==> config.mk <==
export PLATFORM = sky130hd
export DESIGN_NAME = assay_step_sequencer
export DESIGN_NICKNAME = d
export VERILOG_FILES = /design/src/rtl/assay_pkg.sv /design/src/rtl/assay_step_sequencer_step_mem.sv /design/src/rtl/assay_step_sequencer.sv
export SDC_FILE = /design/constraint.sdc
export NUM_CORES = 1
export LEC_CHECK = 0
export ABC_CLOCK_PERIOD_IN_PS = 3630
export CORE_MARGIN = 3
export CORE_UTILIZATION = 62
export CTS_BUF_LIST = sky130_fd_sc_hd__clkbuf_4 sky130_fd_sc_hd__clkbuf_8
export CTS_CLUSTER_DIAMETER = 40
export CTS_CLUSTER_SIZE = 25
export DETAILED_ROUTE_END_ITERATION = 10
export GPL_ROUTABILITY_DRIVEN = 1
export PLACE_DENSITY_LB_ADDON = 0.12
export SYNTH_ARGS = -nofsm -noshare
export SYNTH_HDL_FRONTEND = slang
export SYNTH_SLANG_ARGS = --single-unit
export TNS_END_PERCENT = 30
==> constraint.sdc <==
create_clock -name clk -period 3.63 [get_ports clk]
set_clock_uncertainty 0.2 [all_clocks]
set_input_delay 0.9075 -clock clk [delete_from_list [all_inputs] [get_ports clk]]
set_output_delay 0.9075 -clock clk [all_outputs]
set_load 0.02 [all_outputs]
==> src/rtl/assay_pkg.sv <==
// Shared types and step-word layout for the assay step sequencer.
// Step word layout, LSB first: dwell, src, route, mix, last.
package assay_pkg;

    typedef enum logic [2:0] {
        IDLE,
        FETCH,
        CHECK,
        RUN,
        WASH,
        DONE
    } state_t;

    localparam logic ROUTE_CONTROL = 1'b0;
    localparam logic ROUTE_OUT     = 1'b1;

    function automatic int src_w(int n_sources);
        return $clog2(n_sources);
    endfunction

    function automatic int src_lsb(int dwell_w);
        return dwell_w;
    endfunction

    function automatic int route_bit(int n_sources, int dwell_w);
        return dwell_w + src_w(n_sources);
    endfunction

    function automatic int mix_bit(int n_sources, int dwell_w);
        return route_bit(n_sources, dwell_w) + 1;
    endfunction

    function automatic int last_bit(int n_sources, int dwell_w);
        return route_bit(n_sources, dwell_w) + 2;
    endfunction

    function automatic int step_w(int n_sources, int dwell_w);
        return route_bit(n_sources, dwell_w) + 3;
    endfunction

endpackage

==> src/rtl/assay_step_sequencer_step_mem.sv <==
// Step program store: single write port, registered read port.
module assay_step_sequencer_step_mem #(
    parameter int DEPTH = 8,
    parameter int SW    = 18
) (
    input  logic                     clk,
    input  logic                     we,
    input  logic [$clog2(DEPTH)-1:0] waddr,
    input  logic [SW-1:0]            wdata,
    input  logic [$clog2(DEPTH)-1:0] raddr,
    output logic [SW-1:0]            rdata
);

    logic [SW-1:0] mem [DEPTH];

    always_ff @(posedge clk) begin
        if (we) begin
            mem[waddr] <= wdata;
        end
        rdata <= mem[raddr];
    end

endmodule

==> src/rtl/assay_step_sequencer.sv <==
// Programmable valve/mixer step sequencer for immunoassay chips.
// Optional WASH_INSERT_EN adds a wash phase between consecutive steps.
module assay_step_sequencer
    import assay_pkg::*;
#(
    parameter int N_SOURCES   = 5,
    parameter int DEPTH       = 8,
    parameter int DWELL_W     = 12
`ifdef WASH_INSERT_EN
    ,
    parameter int WASH_CYCLES = 16,
    parameter int WASH_SRC    = 0
`endif
) (
    input  logic                                     clk,
    input  logic                                     rst,
    input  logic                                     prog_we,
    input  logic [$clog2(DEPTH)-1:0]                 prog_addr,
    input  logic [step_w(N_SOURCES, DWELL_W)-1:0]    prog_data,
    input  logic                                     start,
    input  logic                                     abort,
    output logic                                     busy,
    output logic                                     done,
    output logic                                     aborted,
    output logic                                     err,
    output logic [N_SOURCES-1:0]                     src_sel,
    output logic                                     mixer_en,
    output logic                                     route_out,
    output logic [$clog2(DEPTH)-1:0]                 step_idx
);

    localparam int IW      = $clog2(DEPTH);
    localparam int SRC_W   = src_w(N_SOURCES);
    localparam int SW      = step_w(N_SOURCES, DWELL_W);
    localparam int SRC_LSB = src_lsb(DWELL_W);
    localparam int ROUTE_B = route_bit(N_SOURCES, DWELL_W);
    localparam int MIX_B   = mix_bit(N_SOURCES, DWELL_W);
    localparam int LAST_B  = last_bit(N_SOURCES, DWELL_W);

    localparam logic [N_SOURCES-1:0] ONE      = 1;
    localparam logic [IW-1:0]        LAST_IDX = IW'(DEPTH - 1);
    localparam logic [SRC_W:0]       N_SRC_V  = (SRC_W + 1)'(N_SOURCES);

    state_t               state;
    logic [DWELL_W-1:0]   cnt;
    logic                 last_q;
    logic [SW-1:0]        rd_data;

    logic [DWELL_W-1:0]   f_dwell;
    logic [SRC_W-1:0]     f_src;
    logic                 f_route;
    logic                 f_mix;
    logic                 f_last;
    logic                 bad_src;

    assign f_dwell = rd_data[DWELL_W-1:0];
    assign f_src   = rd_data[SRC_LSB +: SRC_W];
    assign f_route = rd_data[ROUTE_B];
    assign f_mix   = rd_data[MIX_B];
    assign f_last  = rd_data[LAST_B];
    assign bad_src = {1'b0, f_src} >= N_SRC_V;

    assay_step_sequencer_step_mem #(
        .DEPTH (DEPTH),
        .SW    (SW)
    ) u_mem (
        .clk   (clk),
        .we    (prog_we && !busy),
        .waddr (prog_addr),
        .wdata (prog_data),
        .raddr (step_idx),
        .rdata (rd_data)
    );

    always_ff @(posedge clk) begin
        if (rst) begin
            state     <= IDLE;
            busy      <= 1'b0;
            done      <= 1'b0;
            aborted   <= 1'b0;
            err       <= 1'b0;
            src_sel   <= '0;
            mixer_en  <= 1'b0;
            route_out <= ROUTE_CONTROL;
            step_idx  <= '0;
            cnt       <= '0;
            last_q    <= 1'b0;
        end else begin
            done    <= 1'b0;
            aborted <= 1'b0;
            if (abort && state != IDLE) begin
                state     <= IDLE;
                busy      <= 1'b0;
                aborted   <= 1'b1;
                src_sel   <= '0;
                mixer_en  <= 1'b0;
                route_out <= ROUTE_CONTROL;
            end else begin
                unique case (state)
                    IDLE: begin
                        if (start && !abort) begin
                            state    <= FETCH;
                            busy     <= 1'b1;
                            step_idx <= '0;
                            err      <= 1'b0;
                        end
                    end
                    FETCH: state <= CHECK;
                    CHECK: begin
                        if (bad_src) begin
                            err   <= 1'b1;
                            busy  <= 1'b0;
                            state <= IDLE;
                        end else begin
                            cnt       <= (f_dwell == '0) ? DWELL_W'(1) : f_dwell;
                            last_q    <= f_last;
                            src_sel   <= ONE << f_src;
                            mixer_en  <= f_mix;
                            route_out <= f_route;
                            state     <= RUN;
                        end
                    end
                    RUN: begin
                        cnt <= cnt - 1'b1;
                        if (cnt == DWELL_W'(1)) begin
                            src_sel   <= '0;
                            mixer_en  <= 1'b0;
                            route_out <= ROUTE_CONTROL;
                            if (last_q || step_idx == LAST_IDX) begin
                                state <= DONE;
                                done  <= 1'b1;
                            end else begin
`ifdef WASH_INSERT_EN
                                state   <= WASH;
                                cnt     <= DWELL_W'(WASH_CYCLES);
                                src_sel <= ONE << WASH_SRC;
`else
                                step_idx <= step_idx + 1'b1;
                                state    <= FETCH;
`endif
                            end
                        end
                    end
`ifdef WASH_INSERT_EN
                    WASH: begin
                        cnt <= cnt - 1'b1;
                        if (cnt == DWELL_W'(1)) begin
                            src_sel  <= '0;
                            step_idx <= step_idx + 1'b1;
                            state    <= FETCH;
                        end
                    end
`endif
                    DONE: begin
                        state <= IDLE;
                        busy  <= 1'b0;
                    end
                    default: begin
                        state <= IDLE;
                        busy  <= 1'b0;
                    end
                endcase
            end
        end
    end

endmodule

Word level (Yosys, flattened, before mapping)
Memory sizes are Yosys's and may differ from the RTL's. A register that Yosys moved wholly into a read port is not among the register bits. Cells that the tools add are included.

Logic and storage cells: 83. Bits in writable memories: 144. Bits of input ports: 26. Output and inout bits: 14. Memories kept: 1. Register bits: 30.

Bitwise operators: 5. Add/sub/neg operators: 2. Reductions and logical operators: 22. Order comparisons: 1. Equality and inequality tests: 10. Shifts and indexed selects: 1. Mux-type cells: 30.

Memories: u_mem.mem (depth 8, width 18, rd ports 1, clocked after memory_dff 1, write ports 1, line assay_step_sequencer_step_mem.sv:14) `logic [SW-1:0] mem [DEPTH];`.

Operator list (count): $mux 12 (2); $pmux 12 s2 (1); $mux 3 (6); $eq 12x1->1 const B (1); $logic_not 12->1 (1); $pmux 3 s4 (1); $reduce_and 3->1 (4); $sub 12x1->12 const B (1); $mux 1 (11); $mux 5 (2); $ne 2x2->1 const B (5); $pmux 5 s2 (1); $eq 3x2->1 const B (2); $pmux 1 s2 (3); $pmux 3 s2 (1); $reduce_bool 2->1 (3); $not 1->1 (5); $reduce_and 5->1 (1); $shl 1x3->5 const A (1); $reduce_and 4->1 (1); $reduce_or 2->1 (2); $reduce_or 4->1 (1); $add 3x1->3 const B (1); $eq 3x1->1 const B (1); 10 further kinds (13).

Longest topological paths before layout
Depth in word-level cells: 5. Mapped depth: 7. Depth with buffers taken out: 6.

By module
From an unflattened synthesis, not the netlist that was laid out.

Cell total of the unflattened synthesis: 444. Area total of the unflattened synthesis: 7629.8 µm².

By module, submodules not included: assay_step_sequencer_step_mem (instances 1, area an instance 5964.5 µm², sequential area each 4684.5 µm², cells each 239); assay_step_sequencer (instances 1, area an instance 1665.3 µm², sequential area each 600.6 µm², cells each 205).

Worst setup path after synthesis
Ideal clock, no wire load.

Kind: input to register. Start point: in prog_addr[0]. End point: mem u_mem.mem[2][0], enable pin. Setup time: 441 ps. Path slack: 210 ps. Data arrival time: 2780 ps. Stages: 1. Cells stage by stage: nor4_1.

RTL lines: from (decl) (line assay_step_sequencer.sv:18) `input logic [$clog2(DEPTH)-1:0] prog_addr,`; to (decl) (line assay_step_sequencer_step_mem.sv:14).

No word-level cell before the write port.

Worst setup path after layout
Start point: reg step_idx[1]. End point: out step_idx[1].

RTL lines: from (decl) (line assay_step_sequencer.sv:29) `output logic [$clog2(DEPTH)-1:0] step_idx`; from (signal assigned) (line assay_step_sequencer.sv:138) `step_idx <= step_idx + 1'b1;`.

No word-level cell between the ends.

==> qor_table.md <==
| Parameter | Value |
|---|---|
| Pin count of the biggest net entering global routing | 37 |
| Combined buffer and inverter count along the critical path | 1 |
| Final ANT Viol Nets | 0 |
| Transition time at the pin with the least slew margin | 0.711 ns |
| Post-synthesis to final-layout area growth | 12.8% |
| Vias in the first global route | 4071 |
| Count of flip-flops with a built-in enable after synthesis | 144 |
| Via Count | 4057 |
| Number of iterations in the first detailed-routing pass | 5 |
| DPL Wire Length | 8.68 mm |
| Final GP Congestion | 0.815 |
| Area after detailed placement | 8080 um^2 |
| Number of sinks handled by clock tree synthesis | 192 |
| Critical path data required time | 2.52 ns |
| Fraction of the yosys area taken by sequential cells | 70.6% |
| Setup bufs post-CTS | 0 |
| Static power due to leakage | 2.68 nW |
| Gate family responsible for the most delay along the worst path | flip-flops |
| Max_slew headroom | 52.6% |
| Startpoint class of the critical path | register |
| Critical Path Max Stage Delay | 0.78 ns |
| Die area | 13400 um^2 |
| Summed instance area of the synthesized netlist | 7490 um^2 |
| CTS tree | done |
| Detailed-route vias per instance | 6.26 |
| Width of the chip | 116 um |
| Worst Path Arrival | 1.96 ns |
| Buffers added on ports | 39 |
| Source-to-sink clock delay at the later pin of the worst-skew pair | 0.45 ns |
| Type of the worst setup path | reg2out |
| Pwr per Cell Area | 458 nW/um^2 |
| DRC errors left | 0 |
| Number of cells upsized or downsized after cts | 0 |
| Syn_nets | 475 |
| Yosys warning total | 0 |
| Result of the run | completed |
| Post-synth top flop | sky130_fd_sc_hd__edfxtp_1 |
| Post-CTS Hold Fix Bufs | 0 |
| Overall die height | 116 um |
| Post-synthesis cell type count | 50 |
| Proportion of layout cells with a drive suffix above 1 | 22.2% |
| Iter 0 DRT Violations | 442 |
| Final count of negative-setup-slack endpoints | 0 |
| Maximum achievable frequency | 326 MHz |
| Biggest fanout along the worst timing path | 13 |
| Final hold slack | 0.245 ns |
| Cts bufs inserted | 17 |
| CORE AREA | 11600 um^2 |
| Max-capacitance violation count | 0 |
| Critical-path cell list | clkdlybuf4s50_1 |
| WL final | 13.6 mm |
| Total design power | 3.87 mW |
| Kind of end point of the critical path | output pin |
| Endpoints failing hold | 0 |
| Gate count of the mapped netlist | 445 |
| Total overflow reported by the global router | 0 |
| CTS clock-pin slew for the worst setup and hold paths | 0.09 ns |
| Maximum root-to-sink buffer count | 2 |
| Root buffer selected by CTS | sky130_fd_sc_hd__clkbuf_8 |
| HP Class | reg2reg |
| Boundary Pins | 40 |
| Synthesized flop and latch total | 192 |
| CTS HTree Levels | 4 |
| Setup repair after global routing missed its margin | no |
| Routed wirelength normalized by instance count | 21.1 um |
| Master of the slowest instance on the critical path | sky130_fd_sc_hd__dfxtp_1 |
| Count of pins over their slew limit | 0 |
| Async set-reset flop share out of synthesis | 0% |
| ANT cells | 0 |
| Initial Util | 64.5% |
| Final layout net count | 522 |
| Max rail drop VDD | 379 uV |
| Mapped Avg Cell Area | 16.8 um^2 |
| Final std cell area, no fill | 8440 um^2 |
| Crit share post-route | 84.5% |
| Clock period minus worst slack | 3.07 ns |
| First-pass GRT wire length | 21.9 mm |
| Antenna violations before repair | 0 |
| Number of rows in the core area | 39 |
| Total global-route track usage | 22.2% |
| Total Negative Setup Slacks | 0 ns |
[per-stage QoR]
| step | instances | setup slack, ns | util, % |
|---|---|---|---|
| 2_1_floorplan | 445 | 0.210 | - |
| 3_3_place_gp | 616 | 0.727 | 69.5 |
| 3_5_place_dp | 616 | 0.666 | 69.5 |
| 4_1_cts | 648 | 0.524 | 72.7 |
| 5_1_grt | 648 | 0.468 | 72.7 |
| 6_report | 648 | 0.564 | 72.7 |
[kinds of logic after synthesis]
kind of cell               after synthesis  synth area share, %
AOI/OAI and AO/OA                       64                 5.21
muxes                                   57                 13.9
and+or+nand+nor                        101                 7.94
adders and majority gates                4                0.668
buffers and inverters                   27                 1.65
DFF                                    192                 70.6
[registers in the layout, summed over array words and instances (netlist names)]
register and flops:
done 1, u_mem.rdata 18, mixer_en 1, step_idx 3
aborted 1, err 1, src_sel 5, last_q 1
u_mem.mem 144, state 3, busy 1, cnt 12
route_out 1
[where the power goes]
group	internal (mW)	total [mW]	switching (mW)
clock network	0.551	1.28	0.732
logic	0.0668	0.161	0.0941
registers	2.40	2.42	0.0208
total	3.02	3.87	0.847
[synth_stat cells, drive strengths merged, types with 4 or more instances]
library cell | number | area [um^2]
o21ai | 14 | 70.1
nand2b | 4 | 25.0
mux4 | 36 | 811
ha | 4 | 50.1
a31oi | 8 | 50.1
nand3 | 15 | 75.1
nor2 | 21 | 78.8
edfxtp | 144 | 4320
nand2 | 15 | 56.3
mux2 | 18 | 203
nand3b | 4 | 33.8
nor4 | 10 | 108
nand4 | 4 | 25.0
clkbuf | 13 | 48.8
a21oi | 23 | 115
buf | 11 | 63.8
dfxtp | 48 | 961
nor3 | 9 | 45.0
[final cells by class]
| type | instances | area (um^2) |
|---|---|---|
| tap | 143 | 179 |
| clock inverter | 15 | 135 |
| inverter | 3 | 11.3 |
| clock buffer | 17 | 234 |
| fill | 721 | 3170 |
| sequential | 192 | 5290 |
| multi-input combinational | 226 | 2110 |
| timing repair buffer | 52 | 488 |
[metal layers]
metal,global-route usage (%),wire length (um),up-vias
li1,-,-,1882
met1,29.2,5950,2035
met2,37.4,6990,127
met3,5.54,572,13
met4,6.11,138,0
met5,0,0,-
[worst paths after layout]
check | from | end | slack, ns | cells after the start
worst max-delay path | step_idx[1] | step_idx[1] | 0.56 | 1
worst max register to register | step_idx[1] | u_mem.rdata[11] | 1.34 | 3
worst min-delay path | u_mem.rdata[15] | route_out | 0.24 | 2
worst min register to register | u_mem.rdata[15] | route_out | 0.24 | 2
[cells in the final DEF (no fill, tap or decap), types with 4 or more instances in the layout]
cell | synthesis | layout
sky130_fd_sc_hd__nor4_1 | 7 | 5
sky130_fd_sc_hd__inv_6 | 0 | 4
sky130_fd_sc_hd__edfxtp_1 | 144 | 144
sky130_fd_sc_hd__mux4_2 | 36 | 36
sky130_fd_sc_hd__nor2_1 | 21 | 21
sky130_fd_sc_hd__nand2b_1 | 4 | 4
sky130_fd_sc_hd__o21ai_0 | 14 | 14
sky130_fd_sc_hd__ha_1 | 4 | 4
sky130_fd_sc_hd__nand3_1 | 15 | 15
sky130_fd_sc_hd__clkdlybuf4s50_1 | 0 | 39
sky130_fd_sc_hd__clkinv_2 | 0 | 4
sky130_fd_sc_hd__nand4_1 | 4 | 4
sky130_fd_sc_hd__dfxtp_1 | 48 | 47
sky130_fd_sc_hd__nand2_1 | 15 | 15
sky130_fd_sc_hd__mux2_2 | 18 | 18
sky130_fd_sc_hd__a21oi_1 | 23 | 23
sky130_fd_sc_hd__buf_4 | 1 | 13
sky130_fd_sc_hd__nor3_1 | 9 | 5
sky130_fd_sc_hd__clkbuf_8 | 0 | 17
sky130_fd_sc_hd__nor3_2 | 0 | 4
sky130_fd_sc_hd__a31oi_1 | 8 | 8
Power figures use the tool's default switching activity.
